### src/rtl/store_guard_ctrl_pkg.sv
// Shared definitions for the store guard.
//   riscv      : architectural address width (VLEN).
//   ariane_pkg : guard FSM state type, default buffer depth and
//                debug read-port widths.
// No ports; imported by store_guard_ctrl and guard_entry_buffer.

package riscv;
    localparam int unsigned VLEN = 64;
endpackage

package ariane_pkg;
    // Guard controller states. Only IDLE accepts new requests.
    typedef enum logic [1:0] {
        IDLE  = 2'd0,
        CHECK = 2'd1,
        ALERT = 2'd2,
        FLUSH = 2'd3
    } guard_state_e;

    localparam int unsigned GUARD_NR_ENTRIES = 6;
    localparam int unsigned GUARD_RD_IDX_W   = 20;
    localparam int unsigned GUARD_RD_DATA_W  = 32;
endpackage

### src/rtl/store_guard_ctrl_entry_buffer.sv
// guard_entry_buffer: circular store of protected addresses with match logic.
// Ports:
//   clk_i, rst_ni      clock, async active-low reset
//   wr_en_i, wr_addr_i write request; an address already present is dropped
//   clear_i            invalidate everything, rewind pointer and occupancy
//   find_addr_i        address looked up against valid entries
//   find_hit_o         combinational match result for find_addr_i
//   rd_index_i         debug read slot
//   rd_data_o          slot contents truncated to 32 bits, 0 if empty/out of range
//   occupancy_o        number of valid entries (saturates at NR_ENTRIES)

module guard_entry_buffer
    import ariane_pkg::*;
#(
    parameter int unsigned NR_ENTRIES = GUARD_NR_ENTRIES,
    parameter int unsigned ADDR_W     = riscv::VLEN
) (
    input  logic                              clk_i,
    input  logic                              rst_ni,
    input  logic                              wr_en_i,
    input  logic [ADDR_W-1:0]                 wr_addr_i,
    input  logic                              clear_i,
    input  logic [ADDR_W-1:0]                 find_addr_i,
    output logic                              find_hit_o,
    input  logic [GUARD_RD_IDX_W-1:0]         rd_index_i,
    output logic [GUARD_RD_DATA_W-1:0]        rd_data_o,
    output logic [$clog2(NR_ENTRIES+1)-1:0]   occupancy_o
);

    localparam int unsigned PTR_W = $clog2(NR_ENTRIES);
    localparam int unsigned CNT_W = $clog2(NR_ENTRIES + 1);

    logic [ADDR_W-1:0]     entry_addr [NR_ENTRIES];
    logic [NR_ENTRIES-1:0] entry_valid;
    logic [PTR_W-1:0]      wr_ptr;
    logic [CNT_W-1:0]      occupancy;
    logic                  wr_dup;
    logic [PTR_W-1:0]      rd_slot;

    // Two independent full-width comparators: one for the lookup port and
    // one that suppresses duplicate writes.
    always_comb begin
        find_hit_o = 1'b0;
        wr_dup     = 1'b0;
        for (int i = 0; i < int'(NR_ENTRIES); i++) begin
            if (entry_valid[i] && (entry_addr[i] == find_addr_i)) find_hit_o = 1'b1;
            if (entry_valid[i] && (entry_addr[i] == wr_addr_i))   wr_dup     = 1'b1;
        end
    end

    always_ff @(posedge clk_i or negedge rst_ni) begin
        if (!rst_ni) begin
            entry_valid <= '0;
            wr_ptr      <= '0;
            occupancy   <= '0;
            for (int i = 0; i < int'(NR_ENTRIES); i++) entry_addr[i] <= '0;
        end else if (clear_i) begin
            entry_valid <= '0;
            wr_ptr      <= '0;
            occupancy   <= '0;
        end else if (wr_en_i && !wr_dup) begin
            // When full, wr_ptr already points at the oldest entry.
            entry_addr[wr_ptr]  <= wr_addr_i;
            entry_valid[wr_ptr] <= 1'b1;
            wr_ptr    <= (wr_ptr == PTR_W'(NR_ENTRIES - 1)) ? '0 : wr_ptr + 1'b1;
            if (occupancy != CNT_W'(NR_ENTRIES)) occupancy <= occupancy + 1'b1;
        end
    end

    assign occupancy_o = occupancy;
    assign rd_slot     = rd_index_i[PTR_W-1:0];

    always_comb begin
        rd_data_o = '0;
        if (rd_index_i < GUARD_RD_IDX_W'(NR_ENTRIES)) begin
            if (entry_valid[rd_slot]) rd_data_o = GUARD_RD_DATA_W'(entry_addr[rd_slot]);
        end
    end

endmodule

### src/rtl/store_guard_ctrl.sv
// store_guard_ctrl: protects recorded frame-pointer store targets. A check
// request whose address matches a recorded entry raises crash_o (unless the
// core is in debug mode) until acknowledged, after which the buffer is flushed.
// Ports:
//   clk_i, rst_ni               clock, async active-low reset
//   debug_mode_i                report hits without raising crash_o
//   rec_valid_i/rec_ready_o     record handshake, rec_addr_i address to protect
//   chk_valid_i/chk_ready_o     check handshake, chk_addr_i address to test
//   chk_done_o/chk_hit_o        one-cycle result pulse and hit flag
//   flush_i                     clear all entries (honoured in IDLE only)
//   crash_o/crash_ack_i         violation alarm and its acknowledge
//   fault_addr_o                address of the last violation
//   rd_index_i/rd_data_o        debug read of one buffer slot
//   occupancy_o                 number of valid entries
//   state_o                     current FSM state (debug visibility)
//
// Handshake: a request transfers on a rising edge where valid and ready are
// both high; ready never depends on anything but the FSM state and the other
// requests' valid inputs, and a requester holds valid/addr until transfer.

module store_guard_ctrl
    import ariane_pkg::*;
#(
    parameter int unsigned NR_ENTRIES = GUARD_NR_ENTRIES,
    parameter int unsigned ADDR_W     = riscv::VLEN
) (
    input  logic                              clk_i,
    input  logic                              rst_ni,
    input  logic                              debug_mode_i,
    input  logic                              rec_valid_i,
    output logic                              rec_ready_o,
    input  logic [ADDR_W-1:0]                 rec_addr_i,
    input  logic                              chk_valid_i,
    output logic                              chk_ready_o,
    input  logic [ADDR_W-1:0]                 chk_addr_i,
    output logic                              chk_done_o,
    output logic                              chk_hit_o,
    input  logic                              flush_i,
    output logic                              crash_o,
    input  logic                              crash_ack_i,
    output logic [ADDR_W-1:0]                 fault_addr_o,
    input  logic [GUARD_RD_IDX_W-1:0]         rd_index_i,
    output logic [GUARD_RD_DATA_W-1:0]        rd_data_o,
    output logic [$clog2(NR_ENTRIES+1)-1:0]   occupancy_o,
    output guard_state_e                      state_o
);

    guard_state_e      state_q, state_d;
    logic [ADDR_W-1:0] chk_addr_q;
    logic [ADDR_W-1:0] fault_addr_q;
    logic              chk_load;
    logic              fault_load;
    logic              buf_wr;
    logic              buf_clear;
    logic              find_hit;

    guard_entry_buffer #(
        .NR_ENTRIES (NR_ENTRIES),
        .ADDR_W     (ADDR_W)
    ) u_entries (
        .clk_i       (clk_i),
        .rst_ni      (rst_ni),
        .wr_en_i     (buf_wr),
        .wr_addr_i   (rec_addr_i),
        .clear_i     (buf_clear),
        .find_addr_i (chk_addr_q),
        .find_hit_o  (find_hit),
        .rd_index_i  (rd_index_i),
        .rd_data_o   (rd_data_o),
        .occupancy_o (occupancy_o)
    );

    always_ff @(posedge clk_i or negedge rst_ni) begin
        if (!rst_ni) begin
            state_q      <= IDLE;
            chk_addr_q   <= '0;
            fault_addr_q <= '0;
        end else begin
            state_q <= state_d;
            if (chk_load)   chk_addr_q   <= chk_addr_i;
            if (fault_load) fault_addr_q <= chk_addr_q;
        end
    end

    always_comb begin
        state_d     = state_q;
        rec_ready_o = 1'b0;
        chk_ready_o = 1'b0;
        chk_load    = 1'b0;
        fault_load  = 1'b0;
        buf_wr      = 1'b0;
        buf_clear   = 1'b0;
        unique case (state_q)
            IDLE: begin
                // flush beats check beats record.
                chk_ready_o = !flush_i;
                rec_ready_o = !flush_i && !chk_valid_i;
                if (flush_i) begin
                    state_d = FLUSH;
                end else if (chk_valid_i) begin
                    state_d  = CHECK;
                    chk_load = 1'b1;
                end else if (rec_valid_i) begin
                    buf_wr = 1'b1;
                end
            end
            CHECK: begin
                // Entries cannot change during the accept cycle, so the
                // lookup against chk_addr_q reflects the buffer at accept time.
                if (find_hit && !debug_mode_i) begin
                    state_d    = ALERT;
                    fault_load = 1'b1;
                end else begin
                    state_d = IDLE;
                end
            end
            ALERT: begin
                if (crash_ack_i) state_d = FLUSH;
            end
            FLUSH: begin
                buf_clear = 1'b1;
                state_d   = IDLE;
            end
            default: state_d = IDLE;
        endcase
    end

    assign chk_done_o   = (state_q == CHECK);
    assign chk_hit_o    = (state_q == CHECK) && find_hit;
    assign crash_o      = (state_q == ALERT);
    assign fault_addr_o = fault_addr_q;
    assign state_o      = state_q;

endmodule

### config.mk
export PLATFORM = sky130hd
export DESIGN_NAME = store_guard_ctrl
export DESIGN_NICKNAME = d
export VERILOG_FILES = /design/src/rtl/store_guard_ctrl_pkg.sv /design/src/rtl/store_guard_ctrl_entry_buffer.sv /design/src/rtl/store_guard_ctrl.sv
export SDC_FILE = /design/constraint.sdc
export NUM_CORES = 2
export LEC_CHECK = 0
export CORE_MARGIN = 3
export CORE_UTILIZATION = 45
export CTS_BUF_LIST = sky130_fd_sc_hd__clkbuf_8
export DETAILED_ROUTE_END_ITERATION = 8
export PLACE_DENSITY = 0.66
export SLEW_MARGIN = 20
export SYNTH_ARGS = -nofsm -noshare
export SYNTH_HDL_FRONTEND = slang
export SYNTH_SLANG_ARGS = --single-unit
### constraint.sdc
create_clock -name clk_i -period 3.3 [get_ports clk_i]
set_input_delay 0.66 -clock clk_i [delete_from_list [all_inputs] [get_ports clk_i]]
set_output_delay 0.66 -clock clk_i [all_outputs]
set_load 0.03 [all_outputs]
==> flow_summary.toml <==
[die]
io-pin-count = 261
fp.coreArea_mm2 = 0.0678
dieArea_mm2 = 0.0722
start_util_pct = 45.8
die_x_um = 269
die_h_um = 269
std_cell_rows = 95

[synth]
syn-num-nets = 2840
synth_common_cells = "xnor2_1, dfrtp_1, mux2_2, nand4_1, buf_2"
yosys_warnings = 0
syn-cell-area_mm2 = 0.0310
async_flop_share_pct = 100
synth_cell_types = 56
synth_cells = 2683
synthTopCellsByArea = "dfrtp_1, mux2_2, xnor2_1"
synth_top_area_cell = "dfrtp_1"
yosys.area.top_type_share_pct = 42.4
synth-edff-count = 0
post-synth-top-count-cell = "xnor2_1"
ys_seq_area_share_pct = 42.4
avgSynthCellArea_um2 = 11.6
ys_ff_latch = 526
synth_flop_cell = "dfrtp_1"

[worst_setup_path]
start_kind = "flip-flop"
cp-end-kind = "output port"
arrival_ns = 3.43
worst-setup-path-type = "reg2out"
critPathRequiredTime_ns = 2.64
crit_fanout = 8

[clocking]
tritoncts = "yes"
clk_latency_ns = 0.75
cts_buffers = 96
clk_path_buf_depth = 3
htreeDepth = 3
clk_pin_slew_worst_paths_ns = 0.07
clock_sinks = 526
cts_root_buf = "clkbuf_8"

[route]
viasPerCell = 6.45
remaining_drc_errors = 0
wl_mm = 185
wl_per_cell_um = 40.9
ant_nets = 0
num_vias = 29254
drtIter0Drc = 4417
dr.pass1.iters = 5

[sta]
final.setup.worst_slack_ns = -0.786
skew_ns = 0.0232
finalHoldViolations = 0
slew_headroom_pct = 28.1
fin_crit_sh_pct = 124
worst_slew_pin_slew_ns = 1.07
rsz0062_at_grt = "true"
fin_setup_tns_ns = -23.29
final.min_clock_period_ns = 4.09
setup_viol = 371
final-max-slew-violation-count = 0
max_freq_mhz = 245

[pwr]
ir_drop_uv = 616
power.leakage_nw = 19.4
combPwrFrac_pct = 49.1
clockPowerShare_pct = 20.1
switching_share_pct = 45.1
p_int_mw = 19.0
cellPowerDensity_mw_per_mm2 = 781
switchingPower_mw = 15.6
p_seq_share_pct = 30.8

[run_status]
status = "finished, violations left"
violations = "setup timing"

[global_routing]
grt.overflow.total = 0
grt_antenna_before_repair = 15
first_global_vias = 28857
grt_pass1_wl_mm = 242
track_usage_pct = 49.6
grt_max_degree = 96

[placement]
io_buffers = 260
gp_congestion = 1.19
dp.cells = 4309
dp_hpwl_mm = 145

[cells_and_area]
fin_util_pct = 65.3
nets = 3735
area_delta_synth_final_pct = 42.5
multi_input_area_mm2 = 0.0174
stdcell_count = 4534
regArea_mm2 = 0.0132
drive_above_1_share_pct = 43.3
fill_cells = 5286

[worst_hold_path]
hold_class = "in2reg"

[flow_run]
cap_violations = 0
## through the flow
stage / instance area [µm²] / worst slack, ns / power, mW / hold WS (ns)
after global routing: 44200 / -0.729 / 34.7 / 0.388
after floorplan: 31100 / 0.0833 / 15.9 / 0.364
after CTS: 43000 / -0.728 / 33.1 / 0.442
after global placement: 40400 / -1.47 / 25.8 / 0.492
after detailed placement: 40400 / -1.37 / 25.9 / 0.490
final: 44200 / -0.786 / 34.6 / 0.394
## per-layer routing
layer | wire, µm | global-route usage, %
met1 | 66000 | 61.4
met2 | 73700 | 68.5
met3 | 26300 | 19.7
met4 | 19300 | 39.6
met5 | 60 | 0
## cell usage in the layout (no fill, tap or decap), types with 18 or more instances in the layout
cell             synthesis  layout
buf_4                    9     633
xnor2_1                527     503
dfrtp_1                526     502
mux2_2                 411     411
clkdlybuf4s50_1          0     212
nand4_1                138     138
clkbuf_8                 0     125
buf_12                   0     124
inv_1                  106     123
xor2_1                 103      98
nand2b_1                71      71
mux2_4                  60      60
nor4_1                  79      53
nand2_1                 47      45
mux2i_1                 40      39
o22ai_1                 39      38
o21ai_0                 37      37
nor2_4                   0      34
mux4_2                  33      33
a22oi_1                 33      32
nor2b_1                 30      30
o2111ai_1               24      24
dfrtp_2                  0      23
nor4_2                   0      19
clkinv_2                 0      18
## worst max-delay path, stage by stage (launching register included)
cell and delay [ns]:
dfrtp_1 0.60, xnor2_1 0.44, nand4_1 0.43, nor4_1 0.39, nand2_1 0.16, o22ai_1 0.16, buf_4 0.17, o31a_1 0.21
buf_12 0.14
## kinds of logic (layout without fill, tap and decap cells)
group / count (synthesis) / after routing / share of synthesized area, %
AND/OR/NAND/NOR: 456 / 456 / 8.36
multiplexers: 556 / 556 / 21.9
AO/OA/AOI/OAI: 194 / 194 / 4.72
flip-flops: 526 / 526 / 42.4
other: 0 / 7 / 0
buffers and inverters: 319 / 1290 / 4.73
adder cells (fa/ha/maj): 2 / 2 / 0.0806
XOR/XNOR: 630 / 630 / 17.8
## power by group through the flow
stage | clock network (mW) | logic (mW) | registers, mW
finish | 6.95 | 17.0 | 10.6
floorplan | 0 | 6.86 | 9.01
global route | 7.25 | 16.9 | 10.6
detailed placement | 0 | 15.5 | 10.4
CTS | 6.96 | 15.8 | 10.4
global placement | 0 | 15.4 | 10.3
## final cells by class
cell class	count	area share [%]
sequential	526	29.8
timing repair buffer	1008	22.7
antenna	7	0.0396
multi-input combinational	1838	39.3
inverter	108	0.933
clock inverter	49	0.879
clock buffer	125	3.89
tap	873	2.47
## sequential cells by signal, summed over array words and instances, names as in the netlist
| name | cells |
|---|---|
| u_entries.entry_addr | 384 |
| u_entries.wr_ptr | 3 |
| fault_addr_o | 64 |
| state_o | 2 |
| u_entries.occupancy_o | 3 |
| u_entries.entry_valid | 6 |
| chk_addr_q | 64 |
## repair_timing
action / 4_1_cts / 5_1_grt
cloned: 2 / 15
endpoints found under the setup margin: 494 / 457
hold buffers: 1 / 0
pin swaps: 12 / 48
gates resized for setup: 67 / 153
hold endpoints to repair: 37 / 0
buffers inserted: 3 / 26
## worst paths after layout
check / cells past startpoint / endpoint / startpoint / slack [ns]
setup / recovery: 8 / chk_hit_o / chk_addr_q[23]$_DFFE_PN0P_ / -0.79
hold / removal: 3 / u_entries.entry_addr[183]$_DFFE_PN0P_ / rec_addr_i[55] / 0.39
setup reg to reg: 13 / fault_addr_o[28]$_DFFE_PN0P_ / chk_addr_q[45]$_DFFE_PN0P_ / -0.24
hold reg to reg: 1 / fault_addr_o[17]$_DFFE_PN0P_ / fault_addr_o[17]$_DFFE_PN0P_ / 0.51
max in group asynchronous: 4 / u_entries.entry_addr[78]$_DFFE_PN0P_ / rst_ni / 1.72
min in group asynchronous: 2 / fault_addr_o[44]$_DFFE_PN0P_ / rst_ni / 0.46
Note: power is estimated with default switching activity, not from simulation.
